File: config.mk
export PLATFORM = sky130hd
export DESIGN_NAME = trig_sched
export DESIGN_NICKNAME = d
export VERILOG_FILES = /design/src/rtl/trig_sched_pkg.sv /design/src/rtl/sat_cnt8.sv /design/src/rtl/trig_sched.sv
export SDC_FILE = /design/constraint.sdc
export NUM_CORES = 1
export LEC_CHECK = 0
export CAP_MARGIN = 20
export CORE_MARGIN = 3
export CORE_UTILIZATION = 45
export CTS_BUF_LIST = sky130_fd_sc_hd__clkbuf_8
export DETAILED_ROUTE_END_ITERATION = 12
export GPL_TIMING_DRIVEN = 0
export PLACE_DENSITY = 0.76
export SLEW_MARGIN = 20
export SYNTH_ARGS = -nofsm -noshare
export SYNTH_HDL_FRONTEND = slang
export SYNTH_HIERARCHICAL = 1
export SYNTH_SLANG_ARGS = --single-unit
export TNS_END_PERCENT = 30
File: constraint.sdc
create_clock -name clk -period 2.6 [get_ports clk]
set_clock_uncertainty 0.05 [all_clocks]
set_input_delay 0.39 -clock clk [delete_from_list [all_inputs] [get_ports clk]]
set_output_delay 0.39 -clock clk [all_outputs]
set_load 0.05 [all_outputs]
File: src/rtl/trig_sched_pkg.sv
// Shared types and constants for the trigger-request scheduler.
package trig_sched_pkg;

    typedef enum logic [1:0] {
        IDLE     = 2'd0,
        INJ_WAIT = 2'd1,
        WINDOW   = 2'd2,
        DEAD     = 2'd3
    } state_t;

    localparam logic SRC_EXT = 1'b0;
    localparam logic SRC_INJ = 1'b1;

    localparam int PH_W   = 6;
    localparam int LOST_W = 8;

endpackage

File: src/rtl/sat_cnt8.sv
// Saturating drop counter: adds 0/1/2 per cycle, synchronous clear wins over increment.
module sat_cnt8
    import trig_sched_pkg::*;
(
    input  logic              clk,
    input  logic              rst_n,
    input  logic              clr,
    input  logic [1:0]        inc,
    output logic [LOST_W-1:0] cnt
);

    logic [LOST_W:0] sum;

    always_comb begin
        sum = {1'b0, cnt} + {{(LOST_W-1){1'b0}}, inc};
    end

    always_ff @(posedge clk or negedge rst_n) begin
        if (!rst_n) begin
            cnt <= '0;
        end else if (clr) begin
            cnt <= '0;
        end else if (sum[LOST_W]) begin
            cnt <= '1;
        end else begin
            cnt <= sum[LOST_W-1:0];
        end
    end

endmodule

File: src/rtl/trig_sched.sv
// Arbitrates external-trigger and test-pulse requests, runs the observation
// window on the best-track outputs and holds the pipeline in dead time.
module trig_sched
    import trig_sched_pkg::*;
#(
    parameter int INJ_DLY = 4,
    parameter int WIN_LEN = 8,
    parameter int DEAD_T  = 16
) (
    input  logic              clk,
    input  logic              rst_n,
    input  logic              ext_trig_en,
    input  logic              ext_trig_req,
    input  logic              inject_en,
    input  logic              inj_req,
    input  logic              hv,
    input  logic [6:0]        hnp,
    input  logic [1:0]        hp,
    input  logic              cnt_clr,
    output logic              inject,
    output logic              win_open,
    output logic              trig_stop,
    output logic              res_valid,
    output logic              res_hit,
    output logic [6:0]        res_key,
    output logic [1:0]        res_q,
    output logic              res_src,
    output logic              inj_pend,
    output logic [LOST_W-1:0] lost_cnt
);

    state_t          state, state_nxt;
    logic [PH_W-1:0] ph, ph_nxt;
    logic            ph_done;
    logic            ext_v, inj_v;
    logic            pend_nxt, src, src_nxt, go_inj;
    logic            ext_drop, inj_drop, res_done;
    logic [1:0]      drop_inc;
    logic            cap_hit;
    logic [6:0]      cap_key;
    logic [1:0]      cap_q;

    always_comb begin
        ext_v     = ext_trig_en & ext_trig_req;
        inj_v     = inject_en & inj_req;
        ph_done   = (ph == '0);
        state_nxt = state;
        ph_nxt    = ph_done ? ph : ph - PH_W'(1);
        pend_nxt  = inj_pend;
        src_nxt   = src;
        go_inj    = 1'b0;
        ext_drop  = 1'b0;
        inj_drop  = 1'b0;

        case (state)
            IDLE: begin
                if (ext_v) begin
                    state_nxt = WINDOW;
                    ph_nxt    = PH_W'(WIN_LEN - 1);
                    src_nxt   = SRC_EXT;
                    if (inj_v) begin
                        if (inj_pend) inj_drop = 1'b1;
                        else          pend_nxt = 1'b1;
                    end
                end else if (inj_v || inj_pend) begin
                    // A fresh request coinciding with a queued one is served as one pulse.
                    state_nxt = INJ_WAIT;
                    ph_nxt    = PH_W'(INJ_DLY - 1);
                    src_nxt   = SRC_INJ;
                    pend_nxt  = 1'b0;
                    go_inj    = 1'b1;
                end
            end
            INJ_WAIT: if (ph_done) begin
                state_nxt = WINDOW;
                ph_nxt    = PH_W'(WIN_LEN - 1);
            end
            WINDOW: if (ph_done) begin
                state_nxt = DEAD;
                ph_nxt    = PH_W'(DEAD_T - 1);
            end
            DEAD: if (ph_done) begin
                state_nxt = IDLE;
            end
            default: state_nxt = IDLE;
        endcase

        if (state != IDLE) begin
            ext_drop = ext_v;
            if (inj_v) begin
                if (inj_pend) inj_drop = 1'b1;
                else          pend_nxt = 1'b1;
            end
        end

        res_done = (state == WINDOW) && ph_done;
        drop_inc = {1'b0, ext_drop} + {1'b0, inj_drop};
    end

    always_ff @(posedge clk or negedge rst_n) begin
        if (!rst_n) begin
            state     <= IDLE;
            ph        <= '0;
            inj_pend  <= 1'b0;
            src       <= SRC_EXT;
            inject    <= 1'b0;
            win_open  <= 1'b0;
            trig_stop <= 1'b0;
            res_valid <= 1'b0;
            res_hit   <= 1'b0;
            res_key   <= '0;
            res_q     <= '0;
            res_src   <= 1'b0;
            cap_hit   <= 1'b0;
            cap_key   <= '0;
            cap_q     <= '0;
        end else begin
            state     <= state_nxt;
            ph        <= ph_nxt;
            inj_pend  <= pend_nxt;
            src       <= src_nxt;
            inject    <= go_inj;
            win_open  <= (state_nxt == WINDOW);
            trig_stop <= (state_nxt == DEAD);
            res_valid <= res_done;

            if (state != WINDOW && state_nxt == WINDOW) begin
                cap_hit <= 1'b0;
            end else if (state == WINDOW && hv && !cap_hit) begin
                cap_hit <= 1'b1;
                cap_key <= hnp;
                cap_q   <= hp;
            end

            // Result folds in a hit arriving on the window's last cycle.
            if (res_done) begin
                res_hit <= cap_hit | hv;
                res_key <= cap_hit ? cap_key : (hv ? hnp : 7'd0);
                res_q   <= cap_hit ? cap_q : (hv ? hp : 2'd0);
                res_src <= src;
            end
        end
    end

    sat_cnt8 u_lost (
        .clk   (clk),
        .rst_n (rst_n),
        .clr   (cnt_clr),
        .inc   (drop_inc),
        .cnt   (lost_cnt)
    );

endmodule

# ---- Word level (Yosys, flattened, before mapping)
# Cells that the tools add are included.
# Widths: inputs -> output; s select.
dict set report word_totals {
  inputBits 17
  ff_bits 43
  out_inout_bits 24
}
dict set report classes {
  n_bitwise 4
  eq_ne 6
  n_reduce_logical 13
  mux 40
  n_addsub 3
}
# cell n
set ops {}
lappend ops {{$mux 6} 5}
lappend ops {{$mux 1} 22}
lappend ops {{$pmux 6 s3} 1}
lappend ops {{$mux 8} 2}
lappend ops {{$mux 2} 7}
lappend ops {{$mux 7} 2}
lappend ops {{$add 8x2->9} 1}
lappend ops {{$eq 2x2->1 const B} 4}
lappend ops {{$pmux 2 s4} 1}
lappend ops {{$logic_not 6->1} 1}
lappend ops {{$reduce_bool 2->1} 3}
lappend ops {{$sub 6x1->6 const B} 1}
lappend ops {{$logic_and 1x1->1} 4}
lappend ops {{$reduce_and 2->1} 2}
lappend ops {{$add 1x1->2} 1}
lappend ops {{$and 1x1->1} 2}
lappend ops {{$eq 2x1->1 const B} 1}
lappend ops {{$logic_not 2->1} 1}
lappend ops {{$ne 2x2->1 const B} 1}
lappend ops {{$logic_not 1->1} 1}
lappend ops {{$logic_or 1x1->1} 1}
lappend ops {{$not 1->1} 1}
lappend ops {{$or 1x1->1} 1}

# ---- Depth between registers and ports, before layout
# Gate-level depths: netlist (run 1).
dict set report depth {
  word_depth 11
  depth_mapped 10
  mapped_depth_nobuf 10
}

# ---- Modules after synthesis
# The synthesis (run 1) kept the hierarchy.
# module n_inst area_per_inst_um2 cells_per_inst seq_area_each_um2
set by_module_without_submodules {}
lappend by_module_without_submodules {trig_sched 1 1610.3 153 875.8}
lappend by_module_without_submodules {sat_cnt8 1 437.9 44 200.2}

# ---- Worst setup path after synthesis (run 1)
# No wires, ideal clock.
dict set report synth_path {
  path_type {register to register}
  from {reg state[1]}
  to {reg u_lost.cnt[0]}
  period_less_slack_ps 2496
  path_stages_with_launch 10
  t_arrival_ps 2369
  slack_ps 104
  path_cell_list {dfrtp_1 > nor2_1 > nand2_1 > and4_1 > ha_1 > ha_1 > inv_1 > fa_1 > or3_1 > a21oi_1}
}
dict set report synth_via {
  elab_chain_len 9
  elab_cells_between_ends 11
}
# item line_no
set synth_lines {}
lappend synth_lines {{from (decl)} trig_sched.sv:32} ;# state_t state, state_nxt;
lappend synth_lines {{from (signal assigned)} trig_sched.sv:118} ;# state <= state_nxt;
lappend synth_lines {{$logic_not 2->1} trig_sched.sv:55} ;# case (state)
lappend synth_lines {{$mux 1} trig_sched.sv:55}
lappend synth_lines {{$mux 1} trig_sched.sv:91} ;# if (inj_pend) inj_drop = 1'b1;
lappend synth_lines {{$mux 1} trig_sched.sv:90} ;# if (inj_v) begin
lappend synth_lines {{$mux 1} trig_sched.sv:88} ;# if (state != IDLE) begin
lappend synth_lines {{$add 1x1->2 (*)} trig_sched.sv:97} ;# drop_inc = {1'b0, ext_drop} + {1'b0, inj_drop};
lappend synth_lines {{net drop_inc[0]} trig_sched.sv:38} ;# logic [1:0] drop_inc;
lappend synth_lines {{$add 8x2->9 (*)} sat_cnt8.sv:15} ;# sum = {1'b0, cnt} + {{(LOST_W-1){1'b0}}, inc};
lappend synth_lines {{$mux 8 (*)} sat_cnt8.sv:23} ;# end else if (sum[LOST_W]) begin
lappend synth_lines {{$mux 8 (*)} sat_cnt8.sv:21} ;# end else if (clr) begin
lappend synth_lines {{to (signal assigned)} sat_cnt8.sv:26} ;# cnt <= sum[LOST_W-1:0];
lappend synth_lines {{to (decl)} sat_cnt8.sv:9} ;# output logic [LOST_W-1:0] cnt
# Mark *: on every way through the listed nets, which the timed path passes. The rest lies on a longest branch.
# A chain may end at the register's enable or synchronous reset.

# ---- Worst setup path in the final report (run 1)
dict set report layout_path {
  from {reg state[0]}
  to {reg u_lost.cnt[6]}
}
# The elaborated chain is that of the path after synthesis.

==> results.py, run 1 <==
metrics = {
    "status": {
        "status": "complete, no violations",
    },
    "placed_design": {
        "dpl_cell_area_mm2": 0.00253,
        "pre_cts_ws_ps": -411,
        "hpwlAfterDp_um": 3100,
        "place.gp.congestion": 0.811,
        "dp_cells": 288,
        "io_buffer_count": 40,
    },
    "clock_network": {
        "cts_root_buffer": "clkbuf_8",
        "clkTransAtPathRegs_ps": 80,
        "cts.sinks": 43,
        "htreeDepth": 2,
        "numCtsBuffers": 5,
        "clk_latency_ps": 290,
        "cts_tree": "built",
        "clk_path_buf_depth": 2,
    },
    "pwr": {
        "p_int_mw": 1.83,
        "seq_power_share": 0.357,
        "leakage_nw": 1.18,
        "powerDensity_mw_per_mm2": 1090,
        "p_clk_frac": 0.199,
        "comb_power_share": 0.445,
        "switching_share": 0.394,
        "max-vdd-ir-drop_v": 0.000697,
        "p_switching_mw": 1.19,
    },
    "floorplan": {
        "die_h_um": 73.5,
        "ios": 41,
        "dieWidth_um": 73.5,
        "initial_core_util": 0.487,
        "fp.dieArea_mm2": 0.00540,
        "core_area_mm2": 0.00420,
        "rows": 23,
    },
    "cells_and_area": {
        "antenna_cells": 0,
        "final_cell_area_mm2": 0.00276,
        "fin_nets": 277,
        "fillers": 346,
        "area_delta_synth_final_pct": 34.9,
        "final_layout_size_suffix_gt1_frac": 0.145,
        "final_cells": 305,
    },
    "logic_synthesis": {
        "synth_fp_nets": 220,
        "seq_area_frac_synth": 0.525,
        "synth.top_cell.area_share": 0.525,
        "synthCells": 197,
        "ys_ff_latch": 43,
        "syn_avg_cell_area_um2": 10.4,
        "synthesis.area_mm2": 0.00205,
        "synth_area_leaders": "dfrtp_1 53%, a21oi_1 5.6%, mux2_1 5.5%",
        "yosysUniqueCellTypes": 46,
        "yosysTopAreaCell": "dfrtp_1",
        "ys_dominant_reg_cell": "dfrtp_1",
        "ys_warn_count": 6,
        "synth_edf_count": 0,
        "synth-async-reset-ratio": 1.00,
    },
    "worst_setup_path": {
        "crit_chain": "nor2_4, nand2_2, and4_1, ha_1, ha_2, inv_1, fa_2, and3b_2, and4_2, nor3_1",
        "critPathLaunchType": "register",
        "crit_path_end_kind": "register",
        "critPathSlowestCell": "dfrtp_1",
        "cp.arrival_ps": 2620,
        "critPathRequiredTime_ps": 2720,
        "cpLargestDelayFamily": "simple AND/OR/NAND/NOR gates",
        "worstSetupPathType": "register to register",
        "critical_path.n_buffers_inverters": 1,
        "max_stage_delay_ps": 430,
        "path_max_fanout": 5,
    },
    "timing": {
        "worst_slew_margin_rel": 0.660,
        "hold_ws_ps": 441,
        "maxSlewViolCount": 0,
        "tightest_slew_ps": 508,
        "fin_tns_setup_ps": 0,
        "max_clock_freq_mhz": 400,
        "fin_ws_ps": 101,
        "hold_viol_final": 0,
        "period_needed_ps": 2500,
        "period_share": 0.961,
        "setup_viol": 0,
    },
    "route": {
        "postRouteAntennaNets": 0,
        "post-route-drc-count": 0,
        "vias": 1681,
        "wl_per_cell_um": 14.5,
        "vias_per_cell": 5.51,
        "drt_iter0_markers": 78,
        "wirelength_um": 4410,
        "detail_route.first_pass.iterations": 4,
    },
    "job": {
        "maxCapViolCount": 0,
    },
    "hold_path": {
        "worstHoldPathType": "register to register",
    },
    "global_routing": {
        "grtUsageTotal": 0.176,
        "antenna_found_initial": 0,
        "grt_max_degree": 27,
        "grt_pass1_vias": 1601,
        "grt_overflow_total": 0,
        "grt_pass1_wl_um": 7380,
    },
}
-- cells in the mapped netlist, types with 2 or more instances --
cell,instances
a21oi_1,23
nor2b_1,3
nand2_1,12
o21ai_0,3
or3_1,2
mux2_1,10
nor2_1,24
clkbuf_1,4
buf_2,2
dfrtp_1,43
xnor2_1,2
nor3_1,7
a22oi_1,9
o21ai_1,3
a21boi_1,2
a31oi_1,4
inv_1,9
nand3_1,2
ha_1,5
xor2_1,2
-- routing by layer --
metal / global-route usage / routed length [um]
met2: 0.279 / 2130
met3: 0.0383 / 213
met4: 0.0664 / 56
met5: 0 / 0
met1: 0.237 / 2010
-- final cells by class --
type	instances	area, um2	share of cell area
flip-flops and latches	43	1080	0.390
well taps	50	62.6	0.0226
plain buffers	7	32.5	0.0118
clock inverters	3	63.8	0.0231
inverters	10	37.5	0.0136
repair buffers	50	490	0.178
multi-input cells	137	930	0.337
clock buffers	5	68.8	0.0249
-- power groups by stage --
stage                     Sequential, mW  Clock, mW  Combinational, mW
final                               1.08      0.599               1.34
after global routing                1.11      0.637               1.47
after CTS                           1.08      0.607               1.30
after detailed placement            1.09          0               1.29
after global placement              1.08          0               1.26
after floorplan                     1.38          0              0.611
-- through the flow --
stage               total power, mW   util
global placement               2.34  0.598
global route                   3.22  0.658
CTS                            2.99  0.638
detailed placement             2.38  0.601
finish                         3.02  0.658
floorplan                      1.99      -
-- kinds of logic after synthesis --
logic type	share of synthesized area
compound gates	0.162
xor+xnor	0.0171
fa+ha+maj	0.0403
buf+inv	0.0342
flops	0.525
mux	0.0550
simple gates	0.166
-- layout by cell type, fill, tap and decap left out, types with 2 or more instances in the layout --
master	instances
a21boi_1	2
a21oi_1	22
a22oi_1	9
a31oi_1	4
buf_2	3
buf_4	9
bufinv_16	2
clkbuf_1	4
clkbuf_8	5
clkdlybuf4s50_1	37
dfrtp_1	42
dlymetal6s2s_1	2
ha_1	4
inv_1	10
mux2_1	10
nand2_1	10
nand2_2	3
nand3_1	2
nor2_1	23
nor2_4	2
nor2b_1	3
nor3_1	7
o21ai_0	3
o21ai_1	3
or3_4	2
xnor2_1	2
xor2_1	2
-- flip-flops by register name (all words and copies together) (netlist names), 2 cells and up --
| signal | flops |
|---|---|
| u_lost/cnt | 8 |
| cap_key | 7 |
| res_key | 7 |
| ph | 6 |
| cap_q | 2 |
| res_q | 2 |
| state | 2 |
-- worst reg2reg max path, stage by stage (launching register included) --
cell and delay, ps:
dfrtp_1 430, nor2_4 160, nand2_2 70, and4_1 200, ha_1 270, ha_2 170
inv_1 60, fa_2 420, and3b_2 290, and4_2 210, nor3_1 40
-- final timing paths --
check	start	slack (ps)	depth (start not counted)	to
setup reg to reg	state[0]$_DFF_PN0_	100	10	u_lost/cnt[6]$_DFF_PN0_
setup / recovery	state[0]$_DFF_PN0_	100	10	u_lost/cnt[6]$_DFF_PN0_
max in group asynchronous	rst_n	1500	3	state[1]$_DFF_PN0_
min in group asynchronous	rst_n	520	2	inject$_DFF_PN0_
hold / removal	cap_key[3]$_DFFE_PN0P_	440	1	cap_key[3]$_DFFE_PN0P_
hold reg to reg	cap_key[3]$_DFFE_PN0P_	440	1	cap_key[3]$_DFFE_PN0P_
-- what timing repair did --
item | in CTS | in global routing
setup endpoints to repair | 6 | 7
resized for setup | 3 | 9
hold buffers | 1 | 0
buffers inserted | 0 | 8
endpoints found under the hold margin | 17 | 0
pin swaps | 0 | 5
cloned | 0 | 0
Power figures use the tool's default switching activity.
==> run 2: changes to the inputs <==
Settings changed: CORE_UTILIZATION 45 to 35, PLACE_DENSITY 0.76 to 0.62.
==> run 2 against run 1 <==
Effect of this change: core utilization decreased by 17 points; routed wire length rose by 2.7%; power down 6.3%; via count shrank 4.0%; global-route usage decreased by 2.9 points; clock-buffer cell count stayed put; first-iteration DRC count increased by 51%; non-clock buffer count decreased by 6; design area decreased by 2.5%; cell count is 5.2% higher; register-to-register slack about the same.
==> results.py, run 2 (synthesis results as in run 1) <==
metrics = {
    "timing": {
        "fin_tns_setup_ps": 0,
        "tightest_slew_ps": 514,
        "period_share": 0.960,
        "worst_slew_margin_rel": 0.656,
        "max_clock_freq_mhz": 401,
        "hold_viol_final": 0,
        "fin_ws_ps": 104,
        "period_needed_ps": 2500,
        "maxSlewViolCount": 0,
        "hold_ws_ps": 6.55,
        "setup_viol": 0,
    },
    "cells_and_area": {
        "fillers": 549,
        "final_common_cell": "dfrtp_1",
        "top_register": "u_lost/cnt",
        "area_delta_synth_final_pct": 31.5,
        "reg_top3": "u_lost/cnt (8), cap_key (7), res_key (7)",
        "final_cell_area_mm2": 0.00269,
        "antenna_cells": 0,
        "fin_nets": 271,
        "final_layout_size_suffix_gt1_frac": 0.124,
        "final_cell_mix": "42 x dfrtp_1, 37 x clkdlybuf4s50_1, 23 x nor2_1",
        "largest_reg_flops": 8,
    },
    "floorplan": {
        "core_area_mm2": 0.00557,
        "initial_core_util": 0.367,
        "ios": 41,
        "fp.dieArea_mm2": 0.00681,
        "dieWidth_um": 82.5,
        "rows": 27,
        "die_h_um": 82.5,
    },
    "pwr": {
        "p_int_mw": 1.62,
        "leakage_nw": 1.13,
        "p_clk_frac": 0.152,
        "max-vdd-ir-drop_v": 0.000629,
        "comb_power_share": 0.462,
        "p_switching_mw": 1.20,
        "switching_share": 0.426,
        "seq_power_share": 0.386,
        "powerDensity_mw_per_mm2": 1050,
        "p_total_mw": 2.83,
    },
    "worst_setup_path": {
        "worstSetupPathType": "register to register",
        "startpoint": "state[1]$_DFF_PN0_",
        "max_stage_delay_ps": 470,
        "critPathLaunchType": "register",
        "cp.arrival_ps": 2620,
        "critPathRequiredTime_ps": 2730,
        "critical_path.n_buffers_inverters": 1,
        "r2r_cells": 10,
        "crit_path_end_kind": "register",
        "cpLargestDelayFamily": "simple AND/OR/NAND/NOR gates",
        "path_max_fanout": 6,
        "crit_chain": "nor2_4, nand2_1, and4_1, ha_1, ha_1, inv_1, fa_2, and3b_2, and4_2, nor3_1",
        "worst_r2r_startpoint": "state[1]$_DFF_PN0_",
        "cpMostUsedCell": "ha_1",
        "crit_cells": 10,
        "critPathSlowestCell": "dfrtp_2",
    },
    "clock_network": {
        "cts_root_buffer": "clkbuf_8",
        "numCtsBuffers": 5,
        "clk_path_buf_depth": 2,
        "cts_hold_buf": 0,
        "cts_tree": "built",
        "htreeDepth": 2,
        "clkTransAtPathRegs_ps": 90,
        "clk_latency_ps": 290,
        "cts.sinks": 43,
    },
    "placed_design": {
        "hpwlAfterDp_um": 3130,
        "io_buffer_count": 40,
        "dpl_cell_area_mm2": 0.00255,
        "place.gp.congestion": 0.773,
        "pre_cts_ws_ps": -415,
    },
    "route": {
        "wirelength_um": 4530,
        "postRouteAntennaNets": 0,
        "vias": 1614,
        "wl_per_cell_um": 14.1,
        "drt_iter0_markers": 118,
        "vias_per_cell": 5.03,
        "post-route-drc-count": 0,
        "detail_route.first_pass.iterations": 4,
    },
    "global_routing": {
        "grt_overflow_total": 0,
        "grt_pass1_vias": 1619,
        "grtUsageTotal": 0.148,
        "antenna_found_initial": 0,
        "grt_max_degree": 25,
        "grt_pass1_wl_um": 7700,
    },
    "hold_path": {
        "worstHoldPathType": "input pin to async pin",
    },
    "job": {
        "maxCapViolCount": 0,
    },
    "status": {
        "status": "complete, no violations",
    },
}
run 2: changes by cell type in the layout (fill, tap and decap cells not counted), sizes merged:
| cell | delta |
|---|---|
| buf | -5 |
| clkinvlp | +2 |
| clkinv | +1 |
| inv | -1 |
| bufinv | -2 |
| dlygate4sd3 | -1 |
run 2: path summary, 6_finish.rpt:
| kind | endpoint | slack [ps] |
|---|---|---|
| worst max register to register | u_lost/cnt[6]$_DFF_PN0_ | 100 |
| worst min register to register | res_src$_DFFE_PN0P_ | 440 |
| worst min-delay path | inject$_DFF_PN0_ | 7 |
| worst max-delay path | u_lost/cnt[6]$_DFF_PN0_ | 100 |
| min in group clk | inj_pend$_DFF_PN0_ | 410 |
| max in group asynchronous | state[1]$_DFF_PN0_ | 1980 |
run 2: worst register-to-register path, cell delays in order (launching register included):
cell,delay (ps)
dfrtp_2,470
nor2_4,140
nand2_1,100
and4_1,210
ha_1,270
ha_1,160
inv_1,60
fa_2,400
and3b_2,280
and4_2,210
nor3_1,40
run 2: per-stage QoR:
step	util	cells
finish	0.483	321
detailed placement	0.458	310
global placement	0.455	309
floorplan	-	197
global route	0.483	321
CTS	0.476	318
run 2: per-layer routing:
metal / routed length [um] / share of wire / up-vias / GRT usage
met5: 0 / 0 / - / 0
met2: 2060 / 0.46 / 41 / 0.222
met3: 202 / 0.045 / 7 / 0.0445
met1: 2210 / 0.49 / 766 / 0.208
met4: 55 / 0.012 / 0 / 0.0359
li1: - / - / 800 / -
run 2: layout make-up:
type	count	area, um2	share of cell area
buffer	7	32.5	0.0121
tap	72	90.1	0.0334
clock buffer	5	68.8	0.0255
sequential	43	1080	0.400
multi-input combinational	137	925	0.343
timing repair buffer	44	443	0.164
inverter	10	37.5	0.0139
clock inverter	3	20.0	0.00743
run 2: power by group through the flow:
stage	clock network, mW	logic [mW]	registers [mW]
final	0.431	1.31	1.09
after detailed placement	0	1.29	1.09
after global routing	0.473	1.44	1.13
after CTS	0.443	1.30	1.09
after floorplan	0	0.611	1.38
after global placement	0	1.27	1.09
run 2: repair_timing:
action	CTS	global route
buffers inserted	0	3
setup endpoints to repair	7	7
gates cloned	0	0
pin swaps	0	4
gates resized for setup	4	6
==> run 3: changes to the inputs <==
Settings changed: CTS_CLUSTER_SIZE set to 28, PLACE_DENSITY 0.62 to 0.71.
==> run 3 against run 2 <==
Effect of this change: combinational power increased by 4%; global-route usage increased by 0.30 points; setup slack got worse by 13 ps; design area increased by 1.3%; worst hold slack improved by 380 ps; power increased by 1.8%; largest power group unchanged.
==> results.py, run 3 (synthesis results as in run 1) <==
metrics = {
    "clock_network": {
        "numCtsBuffers": 5,
        "cts_root_buffer": "clkbuf_8",
        "clk_latency_ps": 300,
        "clk_path_buf_depth": 2,
        "cts.sinks": 43,
        "htreeDepth": 2,
        "cts_tree": "built",
        "clkTransAtPathRegs_ps": 90,
    },
    "route": {
        "vias_per_cell": 5.08,
        "post-route-drc-count": 0,
        "postRouteAntennaNets": 0,
        "drt_iter0_markers": 88,
        "vias": 1650,
        "wl_per_cell_um": 14.0,
        "wirelength_um": 4540,
        "detail_route.first_pass.iterations": 4,
    },
    "timing": {
        "hold_ws_ps": 389,
        "hold_viol_final": 0,
        "worst_slew_margin_rel": 0.666,
        "tightest_slew_ps": 500,
        "fin_ws_ps": 91.6,
        "period_needed_ps": 2510,
        "max_clock_freq_mhz": 399,
        "period_share": 0.965,
        "fin_tns_setup_ps": 0,
        "maxSlewViolCount": 0,
        "setup_viol": 0,
    },
    "worst_setup_path": {
        "critPathRequiredTime_ps": 2730,
        "critPathLaunchType": "register",
        "path_max_fanout": 5,
        "crit_path_end_kind": "register",
        "worstSetupPathType": "register to register",
        "cp.arrival_ps": 2640,
    },
    "placed_design": {
        "pre_cts_ws_ps": -370,
        "dpl_cell_area_mm2": 0.00255,
        "hpwlAfterDp_um": 3180,
        "dp_cells": 310,
        "io_buffer_count": 40,
        "place.gp.congestion": 0.816,
    },
    "cells_and_area": {
        "final_common_cell": "dfrtp_1",
        "final_cell_mix": "42 x dfrtp_1, 37 x clkdlybuf4s50_1, 23 x nor2_1",
        "area_delta_synth_final_pct": 33.3,
        "largest_reg_flops": 8,
        "reg_top3": "u_lost/cnt (8), cap_key (7), res_key (7)",
        "fin_util": 0.490,
        "antenna_cells": 0,
        "top_register": "u_lost/cnt",
        "final_cell_area_mm2": 0.00273,
        "final_layout_size_suffix_gt1_frac": 0.134,
        "final_cells": 325,
        "fin_nets": 275,
    },
    "floorplan": {
        "core_area_mm2": 0.00557,
        "ios": 41,
        "dieWidth_um": 82.5,
        "die_h_um": 82.5,
        "initial_core_util": 0.367,
        "rows": 27,
        "fp.dieArea_mm2": 0.00681,
    },
    "pwr": {
        "leakage_nw": 1.14,
        "max-vdd-ir-drop_v": 0.000512,
        "p_total_mw": 2.88,
        "powerDensity_mw_per_mm2": 1050,
    },
    "global_routing": {
        "grt_max_degree": 26,
        "grt_overflow_total": 0,
        "antenna_found_initial": 0,
        "grtUsageTotal": 0.151,
        "grt_pass1_wl_um": 7770,
        "grt_pass1_vias": 1715,
    },
    "hold_path": {
        "worstHoldPathType": "input pin to register",
    },
    "status": {
        "status": "complete, no violations",
    },
    "job": {
        "maxCapViolCount": 0,
    },
}
-- run 3: cell types whose count changed in the layout (fill, tap and decap cells not counted) --
cell           change
dlygate4sd3_1      +1
buf_4              +3
inv_6              +1
clkinv_2           -1
-- run 3: final cells by class --
cell class | count | area [um2]
timing repair buffer | 48 | 475
buffer | 7 | 32.5
clock inverter | 3 | 23.8
inverter | 10 | 37.5
fill | 543 | 2840
tap | 72 | 90.1
clock buffer | 5 | 68.8
sequential | 43 | 1080
multi-input combinational | 137 | 925
-- run 3: what timing repair did --
item / CTS / global route
endpoints found under the hold margin: 18 / 0
setup buffers: 0 / 6
resized for setup: 4 / 6
hold buffers: 1 / 0
pin swaps: 0 / 4
setup endpoints to repair: 5 / 7
-- run 3: path summary, 6_finish.rpt --
check,from,end,slack [ps],cells past startpoint
max in group asynchronous,rst_n,cap_hit$_DFFE_PN0P_,1500,3
min,ext_trig_en,inj_pend$_DFF_PN0_,390,3
max reg2reg,state[0]$_DFF_PN0_,u_lost/cnt[6]$_DFF_PN0_,90,10
max,state[0]$_DFF_PN0_,u_lost/cnt[6]$_DFF_PN0_,90,10
min reg2reg,cap_key[1]$_DFFE_PN0P_,cap_key[1]$_DFFE_PN0P_,450,1
min in group asynchronous,rst_n,inject$_DFF_PN0_,520,2
-- run 3: critical path, cell delays in order (launching register included) --
cell and delay (ps):
dfrtp_1 440, nor2_4 150, nand2_1 90, and4_1 210
ha_1 270, ha_1 150, inv_1 60, fa_2 420
and3b_2 280, and4_2 220, nor3_1 50
-- run 3: metal layers --
layer	routed length, um	global-route usage
met3	246	0.0282
met2	2140	0.236
met4	68	0.0686
met1	2080	0.202
met5	0	0
-- run 3: power by group --
group	total [mW]	internal, mW	leakage, nW	switching [mW]
registers	1.08	0.909	0.509	0.172
clock network	0.439	0.192	0.0408	0.247
logic	1.36	0.554	0.594	0.802
total	2.88	1.66	1.14	1.22
